$ cat src/rtl/pipe_adder_sat_pkg.sv
// Shared constants and helpers for the pipelined saturating adder.
// Parameters are validated here so every instantiation applies the same rules.
package pipe_adder_sat_pkg;

  localparam logic SUB_OP = 1'b1;

  // Upper bound on WIDTH for the saturation constant helpers below.
  localparam int unsigned SAT_MAX_WIDTH = 256;

  function automatic logic [SAT_MAX_WIDTH-1:0] sat_max_val(input int unsigned w);
    logic [SAT_MAX_WIDTH-1:0] v;
    v = '0;
    for (int unsigned i = 0; i + 1 < w; i++) begin
      v[i] = 1'b1;
    end
    return v;
  endfunction

  function automatic logic [SAT_MAX_WIDTH-1:0] sat_min_val(input int unsigned w);
    logic [SAT_MAX_WIDTH-1:0] v;
    v = '0;
    v[w-1] = 1'b1;
    return v;
  endfunction

  function automatic bit stage_split_ok(input int unsigned w, input int unsigned s);
    return (w >= 2) && (w <= SAT_MAX_WIDTH) && (s != 0) && ((w % s) == 0);
  endfunction

endpackage

$ cat src/rtl/pipe_adder_sat_adder_chunk.sv
// N-bit ripple-carry chunk built from FullAdder cells; purely combinational.
// cmsb_o is the carry into the chunk MSB, needed for signed overflow.
module FullAdder (
  input  logic a,
  input  logic b,
  input  logic cin,
  output logic s,
  output logic cout
);
  assign s    = a ^ b ^ cin;
  assign cout = (a & b) | (cin & (a ^ b));
endmodule

module adder_chunk
  import pipe_adder_sat_pkg::*;
#(
  parameter int unsigned N = 4
) (
  input  logic [N-1:0] a_i,
  input  logic [N-1:0] b_i,
  input  logic         cin_i,
  output logic [N-1:0] sum_o,
  output logic         cout_o,
  output logic         cmsb_o
);
  logic [N:0] c;

  assign c[0] = cin_i;

  for (genvar i = 0; i < N; i++) begin : g_fa
    FullAdder u_fa (
      .a   (a_i[i]),
      .b   (b_i[i]),
      .cin (c[i]),
      .s   (sum_o[i]),
      .cout(c[i+1])
    );
  end

  assign cout_o = c[N];
  assign cmsb_o = c[N-1];
endmodule

$ cat src/rtl/pipe_adder_sat.sv
// Pipelined add/subtract with optional signed saturation and valid/ready flow control.
// The carry chain is resolved STAGE_BITS per register stage; all stages stall together.
module pipe_adder_sat
  import pipe_adder_sat_pkg::*;
#(
  parameter int unsigned WIDTH      = 16,
  parameter int unsigned STAGE_BITS = 4
) (
  input  logic             clk,
  input  logic             rst,
  input  logic             in_valid,
  output logic             in_ready,
  input  logic [WIDTH-1:0] a,
  input  logic [WIDTH-1:0] b,
  input  logic             sub,
  input  logic             sat_en,
  output logic             out_valid,
  input  logic             out_ready,
  output logic [WIDTH-1:0] sum,
  output logic             cout,
  output logic             ovf
);

  localparam int unsigned STAGES = WIDTH / STAGE_BITS;

  if (!stage_split_ok(WIDTH, STAGE_BITS)) begin : g_bad_params
    $error("pipe_adder_sat: STAGE_BITS must divide WIDTH and WIDTH must be >= 2");
  end

  localparam logic [SAT_MAX_WIDTH-1:0] SAT_MAX_FULL = sat_max_val(WIDTH);
  localparam logic [SAT_MAX_WIDTH-1:0] SAT_MIN_FULL = sat_min_val(WIDTH);
  localparam logic [WIDTH-1:0]         SAT_MAX      = SAT_MAX_FULL[WIDTH-1:0];
  localparam logic [WIDTH-1:0]         SAT_MIN      = SAT_MIN_FULL[WIDTH-1:0];

  typedef struct packed {
    logic             vld;
    logic [WIDTH-1:0] a;
    logic [WIDTH-1:0] b;
    logic [WIDTH-1:0] s;
    logic             c;
    logic             ovf;
    logic             sub;
    logic             sat;
  } stage_t;

  // Slot 0 is the input capture register, slot k+1 holds the result of chunk k,
  // so a result leaves STAGES edges after acceptance with no path from a to sum.
  stage_t [STAGES:0] stage_q;
  stage_t [STAGES:0] stage_d;
  stage_t            in_d;
  logic              adv;

  assign adv      = !(stage_q[STAGES].vld && !out_ready);
  assign in_ready = adv && !rst;

  always_comb begin
    in_d     = '0;
    in_d.vld = in_valid;
    in_d.a   = a;
    in_d.b   = (sub == SUB_OP) ? ~b : b;
    in_d.c   = (sub == SUB_OP);
    in_d.sub = sub;
    in_d.sat = sat_en;
  end

  assign stage_d[0] = in_d;

  for (genvar k = 0; k < STAGES; k++) begin : g_stage
    stage_t                cur;
    stage_t                nxt;
    logic [STAGE_BITS-1:0] csum;
    logic                  cco;
    logic                  cmsb;

    assign cur = stage_q[k];

    adder_chunk #(.N(STAGE_BITS)) u_chunk (
      .a_i   (cur.a[k*STAGE_BITS +: STAGE_BITS]),
      .b_i   (cur.b[k*STAGE_BITS +: STAGE_BITS]),
      .cin_i (cur.c),
      .sum_o (csum),
      .cout_o(cco),
      .cmsb_o(cmsb)
    );

    always_comb begin
      nxt                                  = cur;
      nxt.s[k*STAGE_BITS +: STAGE_BITS]    = csum;
      nxt.c                                = cco;
      nxt.ovf                              = cco ^ cmsb;
      // Only the top chunk sees the true MSB carries, so saturation is applied there.
      if ((k == STAGES - 1) && cur.sat && nxt.ovf) begin
        nxt.s = cur.a[WIDTH-1] ? SAT_MIN : SAT_MAX;
      end
    end

    assign stage_d[k+1] = nxt;
  end

  always_ff @(posedge clk or posedge rst) begin
    if (rst) begin
      stage_q <= '0;
    end else if (adv) begin
      stage_q <= stage_d;
    end
  end

  assign out_valid = stage_q[STAGES].vld;
  assign sum       = stage_q[STAGES].s;
  assign cout      = stage_q[STAGES].c;
  assign ovf       = stage_q[STAGES].ovf;

  logic unused_tail;
  assign unused_tail = ^{stage_q[STAGES].a, stage_q[STAGES].b,
                         stage_q[STAGES].sub, stage_q[STAGES].sat};

endmodule

$ cat config.mk
export PLATFORM = sky130hd
export DESIGN_NAME = pipe_adder_sat
export DESIGN_NICKNAME = d
export VERILOG_FILES = /design/src/rtl/pipe_adder_sat_pkg.sv /design/src/rtl/pipe_adder_sat_adder_chunk.sv /design/src/rtl/pipe_adder_sat.sv
export SDC_FILE = /design/constraint.sdc
export NUM_CORES = 1
export LEC_CHECK = 0
export ABC_AREA = 1
export CAP_MARGIN = 20
export CORE_ASPECT_RATIO = 1.5
export CORE_MARGIN = 3
export CORE_UTILIZATION = 45
export DETAILED_ROUTE_END_ITERATION = 6
export HOLD_SLACK_MARGIN = 0.15
export PLACE_DENSITY = 0.7
export REMOVE_ABC_BUFFERS = 1
export SYNTH_ARGS = -nofsm -noshare
export SYNTH_HDL_FRONTEND = slang
export SYNTH_SLANG_ARGS = --single-unit
$ cat constraint.sdc
create_clock -name clk -period 5.4 [get_ports clk]
set_input_delay 1.35 -clock clk [delete_from_list [all_inputs] [get_ports clk]]
set_output_delay 1.35 -clock clk [all_outputs]
set_load 0.02 [all_outputs]
# Yosys cells after proc, flatten, opt, wreduce, memory -nomap -nowiden
# Cells that the tools add are included.
# W data, S select, Z words.
totals:
  register_bits: 183
  input_bits: 38
  out_inout_bits: 20
  elab_cells: 118
op_classes:
  muxes: 3
  bitwise: 82
  n_reduce_logical: 6
ops:
  columns: ["op", "count"]
  rows:
  - ["$mux W16", 3]
  - ["$xor A1 B1 Y1", 33]
  - ["$and A1 B1 Y1", 32]
  - ["$not A16 Y16", 1]
  - ["$or A1 B1 Y1", 16]
  - ["$logic_and A1 B1 Y1", 3]
  - ["$logic_not A1 Y1", 3]

# Depth between registers and ports, before layout
# Gate-level depths: netlist (run 1).
logic_depth:
  ltp_word: 12
  mapped_depth: 13
  mapped_depth_nobuf: 12

# Cells and area by module
# From an unflattened synthesis (run 1), not the netlist that was laid out.
hier_totals:
  hier_cells: 604
  area_unflattened_um2: 5602.9
modules_own_cells:
  columns: ["mod", "n_inst", "cells_each", "area_per_inst_um2"]
  rows:
  - ["pipe_adder_sat", 1, 588, 5282.6]
  - ["FullAdder", 16, 1, 20.0]

# Least setup slack after synthesis (run 1)
# OpenSTA, ideal clock, no wires.
synth_path:
  kind: "input to output"
  startpoint: "input port out_ready"
  endpoint: "output port in_ready"
  arrival_ns: 1.942
  setup_slack_ns: 2.108
  cell_stages: 4
  path_cell_list: "nor2_4 buf_6 buf_6 nor2_1"
synth_via:
  elab_chain_len: 4
synth_lines:
  columns: ["item", "line_no", "text"]
  rows:
  - ["start, declared", "pipe_adder_sat.sv:18", "input logic out_ready,"]
  - ["$logic_not A1 Y1", "pipe_adder_sat.sv:53", "assign adv = !(stage_q[STAGES].vld && !out_ready);"]
  - ["$logic_and A1 B1 Y1", "pipe_adder_sat.sv:53", null]
  - ["$logic_not A1 Y1", "pipe_adder_sat.sv:53", null]
  - ["$logic_and A1 B1 Y1", "pipe_adder_sat.sv:54", "assign in_ready = adv && !rst;"]
  - ["end, declared", "pipe_adder_sat.sv:12", "output logic in_ready,"]
# Every way passes these cells.

# Worst setup path in the final report (run 1)
# Ends and elaborated chain as after synthesis.

==> results.txt, run 1 <==
----------------------------------------------------
[Global routing]
  Pin count of the biggest net entering global routing ... ~120
  Global-route wire length before repair ... about 18000 um
  Aggregate global-route resource usage ... roughly 15%
  Antenna violations before repair ... 0
  Congestion Overflow GR ... 0
  Via count of the first global-routing pass ... roughly 4000

[Placement]
  Port buffer count ... 57
  Instance area at placement ... approximately 0.0064 mm^2
  Pre-CTS setup slack ... between 1 and 1.5 ns
  Final weighted congestion in routability-driven placement ... between 0.7 and 0.8
  Detailed placement HPWL ... between 6000 and 7000 um

[Yosys]
  Count of synthesis-stage warnings from yosys ... 0
  Synth unique cells ... 21
  Cell count after synthesis ... slightly above 600
  Synthesized area ... 0.00592 mm^2
  Sequential-to-total area share from yosys stat ... 57.0%
  Seq cells post-synth ... approximately 140
  Async set-reset flop share out of synthesis ... between 90% and 100%
  Number of enable flip-flop cells after synthesis ... 0
  Avg Synthesized Cell Area ... ~9.6 um^2
  Most used flip-flop cell after synthesis ... sky130_fd_sc_hd__dfrtp_1

[Floorplanning]
  Initial cell density of the core ... 46.6%
  Die width ... 99.7 um
  CORE AREA ... 0.0127 mm^2
  Number of placement rows ... 50
  Die Outline Area ... between 0.01 and 0.015 mm^2
  IO Count ... 58
  Die boundary height ... roughly 150 um

[Cells and area]
  Count of nets after finishing ... 719
  Most used cells in the layout excluding fill and tap cells ... sky130_fd_sc_hd__nand2_1, sky130_fd_sc_hd__dfrtp_1, sky130_fd_sc_hd__o21ai_0
  Area of the multi-input gates ... 0.00203 mm^2
  Layout cells sized above 1 ... around 8.4%
  Ant. Diodes ... 0
  Layout fillers ... about 1100
  Area added between synthesis and finish ... 19.8%
  Post-route design area ... about 0.007 mm^2
  Most common cell after layout, fill and taps aside ... sky130_fd_sc_hd__nand2_1
  Reg area ... ~0.0034 mm^2

[Power]
  Leakage dissipation ... 3.51 nW
  Worst-case vdd ir drop ... approximately 0.26 mV
  Power density over the cells ... a little over 600 mW/mm^2

[Worst setup path]
  Gate family responsible for the most delay along the worst path ... buffers and inverters
  Max incr delay on CP ... ~0.61 ns
  Category of the worst setup path capture point ... primary output
  Required time of the critical path ... 4.05 ns
  Total buffers and inverters traversed by the critical path ... 2
  Worst flop-to-flop path startpoint ... g_stage[3].cur[48]$_DFFE_PP0N_
  Maximum fanout along the worst path ... 2
  Library cell contributing the largest single delay on the critical path ... sky130_fd_sc_hd__clkdlybuf4s50_1
  Worst setup SP type ... primary input
  Arrival time worst endpoint ... around 2.6 ns
  CP Cell Sequence ... clkdlybuf4s50_1 -> nor2_4 -> nor2_1 -> clkdlybuf4s50_1
  Setup CP Type ... primary input to primary output
  Most frequent cell on the critical path ... sky130_fd_sc_hd__clkdlybuf4s50_1
  Worst setup startpoint ... out_ready

[Routing]
  Total iterations of the first detailed-routing run ... 4
  DRC viols ... 0
  Number of DRC markers after the initial detailed-route iteration ... roughly 170
  Routed length per instance ... between 10 and 15 um
  Via count normalized by instance count ... around 4.6
  Routed via count ... 3860
  Final routed wirelength across all metal layers ... approximately 10000 um
  Post-DRT Antenna Nets ... 0

[Clocking]
  Clock slew at the register clock pins of the worst setup and hold paths ... 0.06 ns
  Post-cts sizing count ... 0
  Number of sinks driven by the clock tree ... approximately 140
  Number of buffers created by CTS ... 17
  Root Buffer ... sky130_fd_sc_hd__clkbuf_16
  Clock latency reported for the late side of the worst-skew pair ... just over 0.4 ns
  Clock tree from TritonCTS ... yes
  Max Root-Sink Buffers ... 2
  Setup fix buffers added after clock tree synthesis ... 0
  Hold buffers post-CTS ... 0
  CTS H-tree lvls ... 4

[Hold path]
  Launch point of the worst hold path ... g_stage[0].cur[25]$_DFFE_PP0N_
  Class of the tightest hold or removal check ... register to register

[Run]
  Number of maximum-capacitance constraint violations ... 0

[STA]
  Setup WS post-layout ... around 1.4 ns
  Max transition margin ... 32.3%
  Setup repair after global routing missed its margin ... no
  Post-Route Hold Slack ... ~0.47 ns
  Final Critical Period ... around 4 ns
  Post-route clock period utilization ... 73.8%
  Slew at the pin with the worst max-slew slack ... ~1.0 ns
  Worst Skew ... 0.00477 ns
  Achievable clock frequency ... 251 MHz
  Hold Vio Cnt, Final ... 0
  Total count of max-transition violations in the final report ... 0
  Total negative setup slack ... 0 ns
  Number of endpoints failing setup at the final stage ... 0

[Outcome]
  Result of the run ... finished, final reports clean

----------------------------------------------------
-- where the power goes --
group	leakage (nW)	switching, mW	internal (mW)
clock	0.325	0.416	0.874
combinational	1.54	0.865	0.558
sequential	1.64	0.217	1.46
-- synth_stat cells, types with 2 or more instances --
cell type | n | share of area (%)
sky130_fd_sc_hd__buf_2 | 2 | 0.17
sky130_fd_sc_hd__buf_6 | 25 | 4.8
sky130_fd_sc_hd__clkbuf_1 | 5 | 0.32
sky130_fd_sc_hd__dfrtp_1 | 135 | 57
sky130_fd_sc_hd__fa_1 | 16 | 5.4
sky130_fd_sc_hd__inv_1 | 52 | 3.3
sky130_fd_sc_hd__nand2_1 | 281 | 18
sky130_fd_sc_hd__o21ai_0 | 58 | 4.9
sky130_fd_sc_hd__o21ai_1 | 6 | 0.51
sky130_fd_sc_hd__o21ai_2 | 12 | 1.8
sky130_fd_sc_hd__xnor2_1 | 16 | 2.4
-- metal layers --
layer	global-route usage, %	part of all wire, %	up-vias
li1	-	-	1970
met1	17.4	44	1829
met2	26.2	52	52
met3	4.11	3.0	9
met4	5.40	1.5	0
met5	0	0	-
-- path summary, 6_finish.rpt --
check | end | slack [ns] | depth (start not counted)
hold reg to reg | g_stage[1].cur[25]$_DFFE_PP0N_ | 0.47 | 2
max in group asynchronous | g_stage[0].cur[0]$_DFFE_PP0N_ | 2.89 | 3
min in group asynchronous | g_stage[0].cur[22]$_DFFE_PP0N_ | 1.56 | 2
setup reg to reg | sum[10]$_DFFE_PP0N_ | 2.44 | 10
hold / removal | g_stage[1].cur[25]$_DFFE_PP0N_ | 0.47 | 2
setup / recovery | in_ready | 1.42 | 4
-- metrics by stage --
step / power, mW / utilization, % / std cells
final: 4.39 / 55.9 / 834
after floorplan: 2.68 / - / 585
after global placement: 3.06 / 50.4 / 801
after detailed placement: 3.12 / 50.4 / 801
after CTS: 4.45 / 55.7 / 833
after global routing: 4.76 / 55.9 / 834
-- final cells by class --
class | count | share of cell area, %
Sequential cell | 135 | 47.6
Multi-Input combinational cell | 397 | 28.6
Timing Repair Buffer | 61 | 8.74
Clock buffer | 18 | 6.19
Clock inverter | 14 | 3.23
Inverter | 53 | 2.91
Tap cell | 156 | 2.75
-- flip-flops by register name (all words and copies together), names as in the netlist --
signal and count:
ovf 1, sum 16, cout 1, g_stage.cur 116, out_valid 1
-- tightest hold or removal path, cell delays in order, from the launching register on --
cell and delay (ns):
sky130_fd_sc_hd__dfrtp_1 0.34, sky130_fd_sc_hd__nand2_1 0.05, sky130_fd_sc_hd__nand2_1 0.04
-- kinds of logic after synthesis --
group | after synthesis | synth area share (%)
and+or+nand+nor | 289 | 19.3
DFF | 135 | 57.0
buffers and inverters | 86 | 8.72
AOI/OAI and AO/OA | 76 | 7.18
xor gates and xnor gates | 16 | 2.37
adders and majority gates | 16 | 5.41
(Power assumes the default switching activity.)
==> run 2, diff against run 1 <==
==> constraint.sdc (replaced) <==
create_clock -name clk -period 3.97 [get_ports clk]
set_input_delay 0.9925 -clock clk [delete_from_list [all_inputs] [get_ports clk]]
set_output_delay 0.9925 -clock clk [all_outputs]
set_load 0.02 [all_outputs]
==> results.txt, run 2 (synthesis gave the netlist of run 1 again) <==
----------------------------------------------------
[STA]
  Hold Vio Cnt, Final ... 0
  Slew at the pin with the worst max-slew slack ... around 0.76 ns
  Total count of max-transition violations in the final report ... 0
  Number of endpoints failing setup at the final stage ... 0
  Final Critical Period ... 3.27 ns
  Setup repair after global routing missed its margin ... no
  Max transition margin ... 49.5%
  Post-route clock period utilization ... between 80% and 90%
  Achievable clock frequency ... between 300 and 400 MHz
  Worst Skew ... approximately 0.0065 ns
  Post-Route Hold Slack ... 0.466 ns

[Global routing]
  Aggregate global-route resource usage ... roughly 15%
  Global-route wire length before repair ... around 18000 um
  Congestion Overflow GR ... 0
  Antenna violations before repair ... 0
  Pin count of the biggest net entering global routing ... roughly 150
  Via count of the first global-routing pass ... around 3900

[Floorplanning]
  CORE AREA ... approximately 0.013 mm^2
  Die Outline Area ... about 0.015 mm^2
  Die width ... about 100 um
  Die boundary height ... around 150 um
  Number of placement rows ... 50
  IO Count ... a little under 60
  Initial cell density of the core ... a little under half

[Outcome]
  Result of the run ... finished, final reports clean

[Clocking]
  Post-cts sizing count ... 0
  CTS H-tree lvls ... 4
  Root Buffer ... sky130_fd_sc_hd__clkbuf_16
  Number of buffers created by CTS ... 17
  Setup fix buffers added after clock tree synthesis ... 0
  Clock latency reported for the late side of the worst-skew pair ... between 0.4 and 0.5 ns
  Number of sinks driven by the clock tree ... between 100 and 150
  Clock slew at the register clock pins of the worst setup and hold paths ... approximately 0.050 ns
  Max Root-Sink Buffers ... 2
  Hold buffers post-CTS ... 0
  Clock tree from TritonCTS ... yes

[Placement]
  Port buffer count ... 57
  Detailed placement HPWL ... 6300 um
  Instance count after placement with tap cells included ... ~800
  Final weighted congestion in routability-driven placement ... 0.732

[Worst setup path]
  Max incr delay on CP ... roughly 0.61 ns
  Most frequent cell on the critical path ... sky130_fd_sc_hd__clkdlybuf4s50_1
  Setup CP Type ... primary input to primary output
  Arrival time worst endpoint ... about 2.3 ns
  Gate family responsible for the most delay along the worst path ... buffers and inverters
  CP Cell Sequence ... clkdlybuf4s50_1 -> nor2_4 -> nor2_1 -> clkdlybuf4s50_1
  Reg-to-reg slack, setup ... around 1.1 ns
  Maximum fanout along the worst path ... 2
  Total buffers and inverters traversed by the critical path ... 2
  Library cell contributing the largest single delay on the critical path ... sky130_fd_sc_hd__clkdlybuf4s50_1
  Required time of the critical path ... between 2 and 3 ns
  Worst setup SP type ... primary input
  Category of the worst setup path capture point ... primary output

[Routing]
  Via count normalized by instance count ... ~4.7
  Routed via count ... 3889
  DRC viols ... 0
  Final routed wirelength across all metal layers ... 10100 um
  Total iterations of the first detailed-routing run ... 4
  Number of DRC markers after the initial detailed-route iteration ... 247
  Post-DRT Antenna Nets ... 0
  Routed length per instance ... roughly 12 um

[Run]
  Number of maximum-capacitance constraint violations ... 0

[Cells and area]
  Ant. Diodes ... 0
  Layout fillers ... 1071
  Area added between synthesis and finish ... 19.8%
  Most used cells in the layout excluding fill and tap cells ... sky130_fd_sc_hd__nand2_1, sky130_fd_sc_hd__dfrtp_1, sky130_fd_sc_hd__o21ai_0
  Count of nets after finishing ... 719
  Layout Cells excl Fill ... about 830
  Layout cells sized above 1 ... slightly below 8%
  Most common cell after layout, fill and taps aside ... sky130_fd_sc_hd__nand2_1
  Largest register FFs ... ~120

[Power]
  Power density over the cells ... 836 mW/mm^2
  Worst-case vdd ir drop ... approximately 0.30 mV
  Leakage dissipation ... around 3.5 nW

[Hold path]
  Class of the tightest hold or removal check ... register to register

----------------------------------------------------
run 2: worst paths after layout:
check                                                 end                            from  depth (start not counted)
min                        g_stage[3].cur[11]$_DFFE_PP0N_  g_stage[2].cur[11]$_DFFE_PP0N_                          2
min reg2reg                g_stage[3].cur[11]$_DFFE_PP0N_  g_stage[2].cur[11]$_DFFE_PP0N_                          2
max                                              in_ready                       out_ready                          4
min in group asynchronous  g_stage[0].cur[39]$_DFFE_PP0N_                             rst                          2
max reg2reg                            sum[8]$_DFFE_PP0N_  g_stage[3].cur[48]$_DFFE_PP0N_                         10
max in group asynchronous  g_stage[2].cur[47]$_DFFE_PP0N_                             rst                          3
run 2: where the power goes:
part / switching [mW] / internal, mW / leakage (nW)
clock network: 0.541 / 1.16 / 0.314
logic: 1.18 / 0.763 / 1.55
registers: 0.296 / 1.99 / 1.64
total: 2.02 / 3.92 / 3.51
run 2: layout make-up:
class,instances,area (um^2),share of cell area (%)
Tap cell,156,195,2.75
Clock buffer,24,482,6.79
Clock inverter,8,168,2.36
Multi-Input combinational cell,397,2030,28.6
Inverter,53,206,2.91
Timing Repair Buffer,61,638,8.99
Sequential cell,135,3380,47.6
run 2: layer usage:
metal / global-route usage, % / up-vias / routed length (um)
met5: 0 / - / 0
met4: 5.95 / 0 / 85
met3: 3.63 / 4 / 418
met2: 25.4 / 70 / 5290
met1: 19.2 / 1841 / 4340
li1: - / 1974 / -
run 2: stage by stage:
stage,cell area [um^2],setup slack [ns],utilization (%),setup TNS [ns],power (mW)
final,7100,0.700,55.9,0,5.93
after CTS,7100,0.668,55.9,0,6.03
after global placement,6450,0.669,50.8,0,4.17
after detailed placement,6450,0.679,50.8,0,4.28
after global routing,7100,0.640,55.9,0,6.44
after floorplan,5610,-0.634,-,-91.31,3.64
run 2: worst register-to-register path: cells and delay by family (launching register included):
kind / cells / cell delay (ns)
buffers and inverters: 1 / 0.06
flip-flops: 1 / 0.38
adder cells (fa/ha/maj): 4 / 1.67
AND/OR/NAND/NOR: 5 / 0.76
